## src/rtl/multicycle_controller.sv

```systemverilog
// rtl/multicycle_controller.sv - Moore main control FSM for a multicycle MIPS-32 datapath
module multicycle_controller #(
    parameter int CNT_W = 32
) (
    input  logic             clk,
    input  logic             reset,
    input  logic             en,
    input  logic [5:0]       op,
    output logic             iord,
    output logic             mem_write,
    output logic             ir_write,
    output logic             reg_dst,
    output logic             mem_to_reg,
    output logic             reg_write,
    output logic             alu_src_a,
    output logic [1:0]       alu_src_b,
    output logic [1:0]       alu_op,
    output logic [1:0]       pc_src,
    output logic             pc_write,
    output logic             branch,
    output logic             halted,
    output logic [3:0]       state,
    output logic [CNT_W-1:0] retired
);

    localparam logic [3:0] S_FETCH    = 4'd0;
    localparam logic [3:0] S_DECODE   = 4'd1;
    localparam logic [3:0] S_MEMADR   = 4'd2;
    localparam logic [3:0] S_MEMREAD  = 4'd3;
    localparam logic [3:0] S_MEMWB    = 4'd4;
    localparam logic [3:0] S_MEMWRITE = 4'd5;
    localparam logic [3:0] S_EXECUTE  = 4'd6;
    localparam logic [3:0] S_ALUWB    = 4'd7;
    localparam logic [3:0] S_BRANCH   = 4'd8;
    localparam logic [3:0] S_ADDIEX   = 4'd9;
    localparam logic [3:0] S_ADDIWB   = 4'd10;
    localparam logic [3:0] S_JUMP     = 4'd11;
    localparam logic [3:0] S_HALT     = 4'd12;

    localparam logic [5:0] OP_RTYPE = 6'b000000;
    localparam logic [5:0] OP_LW    = 6'b100011;
    localparam logic [5:0] OP_SW    = 6'b101011;
    localparam logic [5:0] OP_BEQ   = 6'b000100;
    localparam logic [5:0] OP_ADDI  = 6'b001000;
    localparam logic [5:0] OP_J     = 6'b000010;

    logic [3:0] state_next;
    logic       retiring;

    always_comb begin
        state_next = S_FETCH;
        case (state)
            S_FETCH:  state_next = S_DECODE;
            S_DECODE: begin
                case (op)
                    OP_LW, OP_SW: state_next = S_MEMADR;
                    OP_RTYPE:     state_next = S_EXECUTE;
                    OP_BEQ:       state_next = S_BRANCH;
                    OP_ADDI:      state_next = S_ADDIEX;
                    OP_J:         state_next = S_JUMP;
                    default:      state_next = S_HALT;
                endcase
            end
            // IR is held stable, so op still names the memory instruction here
            S_MEMADR: begin
                if (op == OP_LW)
                    state_next = S_MEMREAD;
                else if (op == OP_SW)
                    state_next = S_MEMWRITE;
                else
                    state_next = S_HALT;
            end
            S_MEMREAD: state_next = S_MEMWB;
            S_EXECUTE: state_next = S_ALUWB;
            S_ADDIEX:  state_next = S_ADDIWB;
            S_MEMWB, S_MEMWRITE, S_ALUWB, S_ADDIWB, S_BRANCH, S_JUMP:
                       state_next = S_FETCH;
            S_HALT:    state_next = S_HALT;
            default:   state_next = S_FETCH;
        endcase
    end

    always_comb begin
        retiring = 1'b0;
        case (state)
            S_MEMWB, S_MEMWRITE, S_ALUWB, S_ADDIWB, S_BRANCH, S_JUMP: retiring = 1'b1;
            default: retiring = 1'b0;
        endcase
    end

    always_ff @(posedge clk) begin
        if (reset) begin
            state   <= S_FETCH;
            retired <= '0;
            halted  <= 1'b0;
        end else if (en) begin
            state <= state_next;
            if (retiring)
                retired <= retired + CNT_W'(1);
            if (state_next == S_HALT)
                halted <= 1'b1;
        end
    end

    always_comb begin
        iord       = 1'b0;
        mem_write  = 1'b0;
        ir_write   = 1'b0;
        reg_dst    = 1'b0;
        mem_to_reg = 1'b0;
        reg_write  = 1'b0;
        alu_src_a  = 1'b0;
        alu_src_b  = 2'b00;
        alu_op     = 2'b00;
        pc_src     = 2'b00;
        pc_write   = 1'b0;
        branch     = 1'b0;
        case (state)
            S_FETCH:    begin ir_write = 1'b1; pc_write = 1'b1; alu_src_b = 2'b01; end
            S_DECODE:   alu_src_b = 2'b11;
            S_MEMADR:   begin alu_src_a = 1'b1; alu_src_b = 2'b10; end
            S_MEMREAD:  iord = 1'b1;
            S_MEMWB:    begin mem_to_reg = 1'b1; reg_write = 1'b1; end
            S_MEMWRITE: begin iord = 1'b1; mem_write = 1'b1; end
            S_EXECUTE:  begin alu_src_a = 1'b1; alu_op = 2'b10; end
            S_ALUWB:    begin reg_dst = 1'b1; reg_write = 1'b1; end
            S_BRANCH:   begin alu_src_a = 1'b1; alu_op = 2'b01; pc_src = 2'b01; branch = 1'b1; end
            S_ADDIEX:   begin alu_src_a = 1'b1; alu_src_b = 2'b10; end
            S_ADDIWB:   reg_write = 1'b1;
            S_JUMP:     begin pc_src = 2'b10; pc_write = 1'b1; end
            default:    ;
        endcase
        // a stall must never commit architectural state, selects stay put
        if (!en) begin
            ir_write  = 1'b0;
            pc_write  = 1'b0;
            mem_write = 1'b0;
            reg_write = 1'b0;
            branch    = 1'b0;
        end
    end

endmodule

```

## config.mk

```make
export PLATFORM = sky130hd
export DESIGN_NAME = multicycle_controller
export DESIGN_NICKNAME = d
export VERILOG_FILES = /design/src/rtl/multicycle_controller.sv
export SDC_FILE = /design/constraint.sdc
export NUM_CORES = 1
export LEC_CHECK = 0
export ABC_AREA = 1
export CORE_ASPECT_RATIO = 1.1
export CORE_MARGIN = 1
export CORE_UTILIZATION = 33
export DETAILED_ROUTE_END_ITERATION = 10
export HOLD_SLACK_MARGIN = 0.1
export PLACE_DENSITY = 0.55
export SKIP_CTS_REPAIR_TIMING = 1
export SLEW_MARGIN = 20
export SYNTH_ARGS = -nofsm -noshare
export SYNTH_HDL_FRONTEND = slang
export SYNTH_SLANG_ARGS = --single-unit
```

## constraint.sdc

```tcl
create_clock -name clk -period 1.9 [get_ports clk]
set_input_delay 0.475 -clock clk [delete_from_list [all_inputs] [get_ports clk]]
set_output_delay 0.475 -clock clk [all_outputs]
set_load 0.02 [all_outputs]
```

* Word level (Yosys, flattened, before mapping)
Index checks and enable logic that the tools add are counted.
** Cells by class
- Eq/ne operators :: 18
- Mux-type cells :: 22
- $add $sub $neg :: 1
- Reduce and logical (&&, ||, !) cells :: 11
** Operators with widths (number)
- $add A32 B1 Y32 const B :: 1
- $pmux W4 S7 :: 1
- $eq A4 B4 Y1 const B :: 6
- $pmux W4 S5 :: 1
- $eq A4 B3 Y1 const B :: 4
- $mux W1 :: 15
- $eq A6 B6 Y1 const B :: 2
- $eq A4 B2 Y1 const B :: 2
- $mux W4 :: 2
- $pmux W2 S2 :: 2
- $reduce_or A2 Y1 :: 4
- $eq A6 B2 Y1 const B :: 1
- $eq A6 B3 Y1 const B :: 1
- $eq A6 B4 Y1 const B :: 1
- $logic_not A6 Y1 :: 1
- $pmux W2 S3 :: 1
- $reduce_or A6 Y1 :: 1
- $eq A4 B1 Y1 const B :: 1
- $logic_not A4 Y1 :: 1
- $reduce_and A2 Y1 :: 2
- $reduce_or A4 Y1 :: 1
- $reduce_or A3 Y1 :: 1
** Storage, ports and cells
- Logic and storage cells :: 55
- Bits of input ports :: 9
- Flip-flop bits (word level) :: 37
- Output and inout bits :: 52

* Longest topological paths before layout
Gate-level depths: netlist of the first run.
- Word-level depth :: 6
- Mapped depth :: 11

* Worst setup path after synthesis of the first run
No wires, ideal clock.
- Path type :: register to output
- Start point :: reg state[3]
- End point :: out branch
- Arrival :: 1.431 ns
- Cell stages (with the launch flop) :: 5
- Setup slack :: -0.006 ns
- Required time :: 1.425 ns
- Cells stage by stage :: dfxtp_1 nand2_2 nor2_1 inv_1 nor2_1
** On the way
- Cells in the longest elaborated chain, start to end :: 3
** Ends and longest elaborated chain
- start, declared :: RTL line 22 : output logic [3:0] state,
- start signal, assigned :: RTL line 97 : state <= state_next;
- $eq A4 B4 Y1 :: RTL line 118 : case (state)
- $mux W1 :: RTL line 118
- $mux W1 :: RTL line 134 : if (!en) begin
- end, declared :: RTL line 20 : output logic branch,
Every way passes these cells.

* Worst setup path in the final report of the first run
- Start point :: reg state[2]
- End point :: out reg_write
** On the way
- Cells in the longest elaborated chain, start to end :: 4
** Ends and longest elaborated chain
- $eq A4 B4 Y1 / $eq A4 B3 Y1 (equally long branches) :: RTL line 118
- $reduce_or A3 Y1 (no source line) (*)
- $mux W1 (*) :: RTL line 118
- $mux W1 (*) :: RTL line 134
- end, declared :: RTL line 14 : output logic reg_write,
Every way passes the cells marked *; elsewhere a longest branch is shown, timed or not.

==> results by group, run 1 <==
Floorplanning
  – Die area: 7950 um^2
  – Cell row count: 32
  – Die Height: 93.4 um
  – Core outline area: 7170 um^2
  – Overall die width: 85.1 um
  – Starting density of the core: 35.0%
  – Number of ports placed on the die boundary: 61

Clocking
  – Number of clock sinks seen by CTS: 37
  – Worst skew pair latency: 0.29 ns
  – CTS Root Buffer Type: sky130_fd_sc_hd__clkbuf_8
  – TritonCTS Buffers: 5
  – CTS H-tree depth: 2
  – Clock-pin slew on the worst setup and hold paths: 0.06 ns
  – Longest Clk Path Bufs: 2
  – CTS tree: done

Layout
  – Utilization after layout: 50.1%
  – P&R area growth vs syn: 43.3%
  – Final layout net count: 534
  – Count of inserted antenna diode cells: 0
  – Fraction of final layout cells sized beyond drive strength 1: 16.2%
  – Seq. cell area: 748 um^2
  – Filler instances: 773
  – Area of the multi-input gates: 1570 um^2

Timing
  – Maximum achievable frequency: 532 MHz
  – RSZ-0062 raised after global routing: true
  – Max transition margin: 73.3%
  – Crit path time final: 1.88 ns
  – Final-report setup violation count: 0
  – Final hold viol count: 0
  – Total negative slack for setup checks: 0 ns
  – Final-report max-slew violation count: 0
  – Share of the clock period used by the worst path after layout: 99.0%
  – Maximum clock skew at final layout: 0.00971 ns
  – Actual slew at the worst max-slew pin: 0.397 ns
  – Post-route setup slack: 0.0194 ns

Setup path
  – Worst Setup Path Type: reg -> out
  – Capture point of the worst reg-to-reg path: retired[28]$_SDFFE_PP0P_
  – Data required, critical path: 1.42 ns
  – Maximum fanout encountered on the critical timing path: 3
  – Launch instance of the worst register-to-register path: retired[15]$_SDFFE_PP0P_
  – Critical Path AT: 1.41 ns
  – Critical path launch point: state[2]$_SDFFE_PP0P_
  – Slack of the worst reg-to-reg path: 0.24 ns
  – Nature of the critical path endpoint: output pin
  – R2r worst-path depth: 9
  – Type of origin of the critical path: flip-flop

Synth
  – Mapped Avg Cell Area: 5.86 um^2
  – Most used standard cells in the synthesized netlist: sky130_fd_sc_hd__nand2_1 (150), sky130_fd_sc_hd__nor2_1 (78), sky130_fd_sc_hd__inv_1 (39)
  – Post-Synthesis Net Count: 438
  – Netlist cell types: 31
  – EDFF count, synth: 0
  – Register area share after synthesis: 29.5%
  – Top cell type's share of synthesized area: 29.5%
  – Synthesized flop and latch total: 37
  – Mapped Cells: 428
  – Netlist area before placement: 2510 um^2
  – Top flip-flop cell by instance count after synthesis: sky130_fd_sc_hd__dfxtp_1
  – Async SR Flop Fraction: 0%
  – Synth area leaders: sky130_fd_sc_hd__dfxtp_1 (30%), sky130_fd_sc_hd__nand2_1 (22%), sky130_fd_sc_hd__nor2_1 (12%)
  – Cell taking the most area after synthesis: sky130_fd_sc_hd__dfxtp_1
  – Most numerous cell in the Yosys netlist: sky130_fd_sc_hd__nand2_1
  – Number of warning messages in the yosys log: 0

Drt
  – DRC Markers: 0
  – Uppermost layer routed: met4
  – Routed met3 length: 325 um
  – Sum of routed wire segments on met1: 3820 um
  – Count of TritonRoute iterations in the first routing pass: 4
  – Count of routing violations after the opening detailed-route iteration: 60
  – Aggregate routed wire length: 7670 um
  – Per-cell routed wire length: 12.6 um
  – Metal2 WL: 3450 um
  – Routed Antenna Nets: 0
  – Via/cell ratio: 4.76
  – Total vias in the final route: 2897

Worst hold path
  – Hold Crit Start: halted$_SDFFE_PP0P_
  – Endpoint, Worst Hold: halted$_SDFFE_PP0P_
  – Worst Hold Path Cells: 2
  – Path type of the worst min-delay path: reg -> reg

Placed design
  – Port bufs: 60
  – Setup WS pre-CTS: -0.474 ns
  – Post-DP HPWL: 6120 um
  – Gpl congestion: 0.878

Power and ir drop
  – Worst VDD drop: 238 uV
  – Power spent charging and discharging nets: 0.491 mW
  – Fraction of power consumed by combinational cells: 19.8%
  – Sequential group share of total power: 44.1%
  – Switching fraction of total power: 27.0%
  – Static leakage: 1.63 nW
  – Clock power frac: 36.1%
  – Internal: 1.33 mW
  – Power density over the cells: 506 nW/um^2

Global routing
  – GRT Total Usage: 20.4%
  – Maximum number of pins on one net before global-route repair: 21
  – First-pass GRT wire length: 12700 um
  – Vias in the first global route: 2636
  – Number of antenna violations at the first check in global routing: 0
  – Total congestion overflow: 0

Run
  – Total of max-cap violations: 0

Outcome
  – Status: finished, final reports clean
state kept, by name, summed over array words and instances (netlist names):
signal,cells
halted,1
retired,32
state,4
layer usage:
metal	vias to the layer above	GRT usage, %
met4	0	4.94
li1	1543	-
met2	53	34.3
met1	1294	27.5
met3	7	2.82
met5	-	0
worst max-delay path, stage by stage, from the launching register on:
cell and delay [ns]:
sky130_fd_sc_hd__dfxtp_2 0.33, sky130_fd_sc_hd__inv_2 0.06, sky130_fd_sc_hd__nor2_2 0.05, sky130_fd_sc_hd__inv_2 0.07
sky130_fd_sc_hd__buf_4 0.12, sky130_fd_sc_hd__nor2_2 0.04, sky130_fd_sc_hd__o31a_1 0.29, sky130_fd_sc_hd__buf_4 0.16
layout make-up:
cell class	instances	area share [%]
timing repair buffer	97	24.9
tap	85	2.96
sequential	37	20.8
clock inverter	2	0.975
inverter	43	4.63
multi-input combinational	340	43.8
clock buffer	5	1.92
cells in the final DEF, fill, tap and decap left out, types with 4 or more instances in the layout:
| master | n |
|---|---|
| sky130_fd_sc_hd__inv_2 | 5 |
| sky130_fd_sc_hd__xor2_1 | 7 |
| sky130_fd_sc_hd__nand3_1 | 23 |
| sky130_fd_sc_hd__nor2_1 | 72 |
| sky130_fd_sc_hd__nand2_1 | 149 |
| sky130_fd_sc_hd__buf_4 | 39 |
| sky130_fd_sc_hd__dlymetal6s2s_1 | 16 |
| sky130_fd_sc_hd__nand2_2 | 5 |
| sky130_fd_sc_hd__nand4_1 | 4 |
| sky130_fd_sc_hd__o21ai_0 | 12 |
| sky130_fd_sc_hd__nand3b_1 | 5 |
| sky130_fd_sc_hd__nor3_1 | 7 |
| sky130_fd_sc_hd__nor2_2 | 9 |
| sky130_fd_sc_hd__a21oi_1 | 31 |
| sky130_fd_sc_hd__inv_1 | 37 |
| sky130_fd_sc_hd__clkbuf_8 | 5 |
| sky130_fd_sc_hd__dfxtp_1 | 33 |
| sky130_fd_sc_hd__clkdlybuf4s50_1 | 34 |
logic make-up (layout without fill, tap and decap cells):
kind of cell	after synthesis	after routing	synth area share (%)
buffers and inverters	51	147	8.58
AOI/OAI and AO/OA	48	48	10.4
and+or+nand+nor	281	281	47.5
DFF	37	37	29.5
xor gates and xnor gates	10	10	3.49
adders and majority gates	1	1	0.499
how the worst max path moves through the flow:
stage / to / slack (ns) / cells after the start
floorplan: reg_write / 0.003 / 5
global placement: pc_write / -0.47 / 4
detailed placement: pc_write / -0.47 / 4
CTS: pc_write / -0.48 / 4
global route: iord / -0.03 / 7
finish: reg_write / 0.02 / 7
through the flow:
stage	area [um^2]	hold slack [ns]	std cells	total power, mW
floorplan	2510	0.526	428	1.00
global placement	3440	0.442	599	1.18
detailed placement	3440	0.447	599	1.18
CTS	3540	0.457	606	1.84
global route	3590	0.491	609	1.91
finish	3590	0.453	609	1.82
power by group through the flow:
stage          combinational (mW)  clock, mW  sequential (mW)
6_report                    0.360      0.657            0.801
5_1_grt                     0.396      0.711            0.803
4_1_cts                     0.367      0.679            0.799
3_5_place_dp                0.365          0            0.817
3_3_place_gp                0.365          0            0.816
2_1_floorplan               0.172          0            0.830
(Power assumes the default switching activity.)
==> inputs of run 2 (changes only) <==
- REMOVE_ABC_BUFFERS: not set -> 1
==> results by group, run 2 (same netlist as run 1, synthesis figures left out) <==
Outcome
  – Status: finished, final reports clean

Placed design
  – Placed cell areas: 3410 um^2 (-0.66%)
  – Gpl congestion: 0.904 (+3.0%)
  – Post-DP HPWL: 5820 um (-4.9%)
  – Port bufs: 60 (unchanged)

Layout
  – Most frequent cells in the layout: sky130_fd_sc_hd__nand2_1 (149), sky130_fd_sc_hd__nor2_1 (73), sky130_fd_sc_hd__clkdlybuf4s50_1 (39), sky130_fd_sc_hd__inv_1 (37)
  – P&R area growth vs syn: 40.1%
  – Count of inserted antenna diode cells: 0 (unchanged)
  – Most flop-heavy register: retired
  – Filler instances: 770 (-0.39%)
  – Final non-filler cell area: 3510 um^2 (-2.3%)
  – Final layout net count: 530 (-0.75%)
  – Regs by FF count: retired (32), state (4), halted (1)
  – Fraction of final layout cells sized beyond drive strength 1: 14.8% (-1.4 points)
  – Leading cell type in the layout, fill and taps excluded: sky130_fd_sc_hd__nand2_1
  – Largest register FFs: 32 (unchanged)

Power and ir drop
  – Power density over the cells: 487 nW/um^2 (-3.7%)
  – Total power: 1.71 mW (-5.9%)
  – Worst VDD drop: 415 uV (+74%)
  – Static leakage: 1.52 nW (-6.6%)

Floorplanning
  – Die Height: 93.4 um (unchanged)
  – Starting density of the core: 35.0% (unchanged)
  – Number of ports placed on the die boundary: 61 (unchanged)
  – Cell row count: 32 (unchanged)
  – Die area: 7950 um^2 (unchanged)
  – Overall die width: 85.1 um (unchanged)
  – Core outline area: 7170 um^2 (unchanged)

Timing
  – Crit path time final: 1.85 ns (-0.0300 ns)
  – Final hold viol count: 0 (unchanged)
  – Max transition margin: 77.9% (+4.5 points)
  – Maximum achievable frequency: 540 MHz (+1.6%)
  – Final-report setup violation count: 0 (unchanged)
  – Actual slew at the worst max-slew pin: 0.329 ns (-0.0677 ns)
  – Share of the clock period used by the worst path after layout: 97.4% (-1.6 points)
  – Maximum clock skew at final layout: 0.00635 ns (-0.00336 ns)
  – RSZ-0062 raised after global routing: true
  – Final-report max-slew violation count: 0 (unchanged)

Drt
  – Count of routing violations after the opening detailed-route iteration: 100 (+67%)
  – Per-cell routed wire length: 12.2 um (-3.2%)
  – Via/cell ratio: 4.74 (-0.42%)
  – Total vias in the final route: 2866 (-1.1%)
  – Routed Antenna Nets: 0 (unchanged)
  – Count of TritonRoute iterations in the first routing pass: 4 (unchanged)
  – DRC Markers: 0 (unchanged)
  – Aggregate routed wire length: 7380 um (-3.8%)

Setup path
  – Maximum fanout encountered on the critical timing path: 6 (+3)
  – Type of origin of the critical path: flip-flop
  – Worst Setup Path Type: reg -> out
  – Kind of cell with the highest combined delay on the critical path: buffers and inverters
  – Launch instance of the worst register-to-register path: retired[1]$_SDFFE_PP0P_
  – Critical path launch point: retired[19]$_SDFFE_PP0P_
  – Data required, critical path: 1.42 ns (about the same)
  – Cell with the largest stage delay on the worst path: sky130_fd_sc_hd__clkdlybuf4s50_1
  – Nature of the critical path endpoint: output pin
  – Largest stage delay on the critical path: 0.66 ns (+0.33 ns)
  – Cell-by-cell trace of the critical path: clkdlybuf4s50_1
  – Buffering stage count on the worst path with inverters included: 1 (-3)
  – Critical Path AT: 1.38 ns (-0.03 ns)

Run
  – Total of max-cap violations: 0 (unchanged)

Global routing
  – Maximum number of pins on one net before global-route repair: 16 (-24%)
  – First-pass GRT wire length: 12100 um (-5.1%)
  – Number of antenna violations at the first check in global routing: 0 (unchanged)
  – Total congestion overflow: 0 (unchanged)
  – GRT Total Usage: 19.2% (-1.2 points)
  – Vias in the first global route: 2594 (-1.6%)

Clocking
  – Worst skew pair latency: 0.29 ns (about the same)
  – Longest Clk Path Bufs: 2 (unchanged)
  – Number of clock sinks seen by CTS: 37 (unchanged)
  – Clock-pin slew on the worst setup and hold paths: 0.07 ns (about the same)
  – TritonCTS Buffers: 5 (unchanged)
  – CTS tree: done
  – CTS Root Buffer Type: sky130_fd_sc_hd__clkbuf_8
  – CTS H-tree depth: 2 (unchanged)

Worst hold path
  – Hold Crit Start: halted$_SDFFE_PP0P_
  – Path type of the worst min-delay path: reg -> reg
-- run 2: area by class of cell --
cell class	count	area (um^2)	area share [%]
sequential	37	746	21.2
inverter	43	166	4.74
clock buffer	7	86.3	2.46
tap	85	106	3.03
multi-input combinational	340	1570	44.6
timing repair buffer	93	841	23.9
-- run 2: per-stage QoR --
stage               instances  hold WS, ns  utilization (%)  worst slack (ns)  setup TNS (ns)
finish                    605        0.465             49.0            0.0494               0
CTS                       605        0.467             48.8            -0.480           -5.59
global route              605        0.515             49.0          -0.00200        -0.00200
floorplan                 420        0.520                -          -0.00631        -0.00631
global placement          598        0.454             47.6            -0.479           -2.47
detailed placement        598        0.456             47.6            -0.481           -2.49
-- run 2: per-layer routing --
metal | GRT usage (%) | up-vias | part of all wire [%]
met5 | 0 | - | 0
met3 | 2.82 | 8 | 5.4
met2 | 32.5 | 78 | 45
met4 | 5.37 | 0 | 1.1
li1 | - | 1527 | -
met1 | 25.3 | 1253 | 49
-- run 2: final timing paths --
path / endpoint / slack, ns / cells after the start
worst max register to register: retired[16]$_SDFFE_PP0P_ / 0.27 / 7
worst min-delay path: halted$_SDFFE_PP0P_ / 0.47 / 2
worst max-delay path: retired[19] / 0.05 / 1
worst min register to register: halted$_SDFFE_PP0P_ / 0.47 / 2
-- run 2: where the power goes --
group | internal, mW | switching (mW)
Combinational | 0.146 | 0.197
Sequential | 0.788 | 0.0131
Clock | 0.288 | 0.280
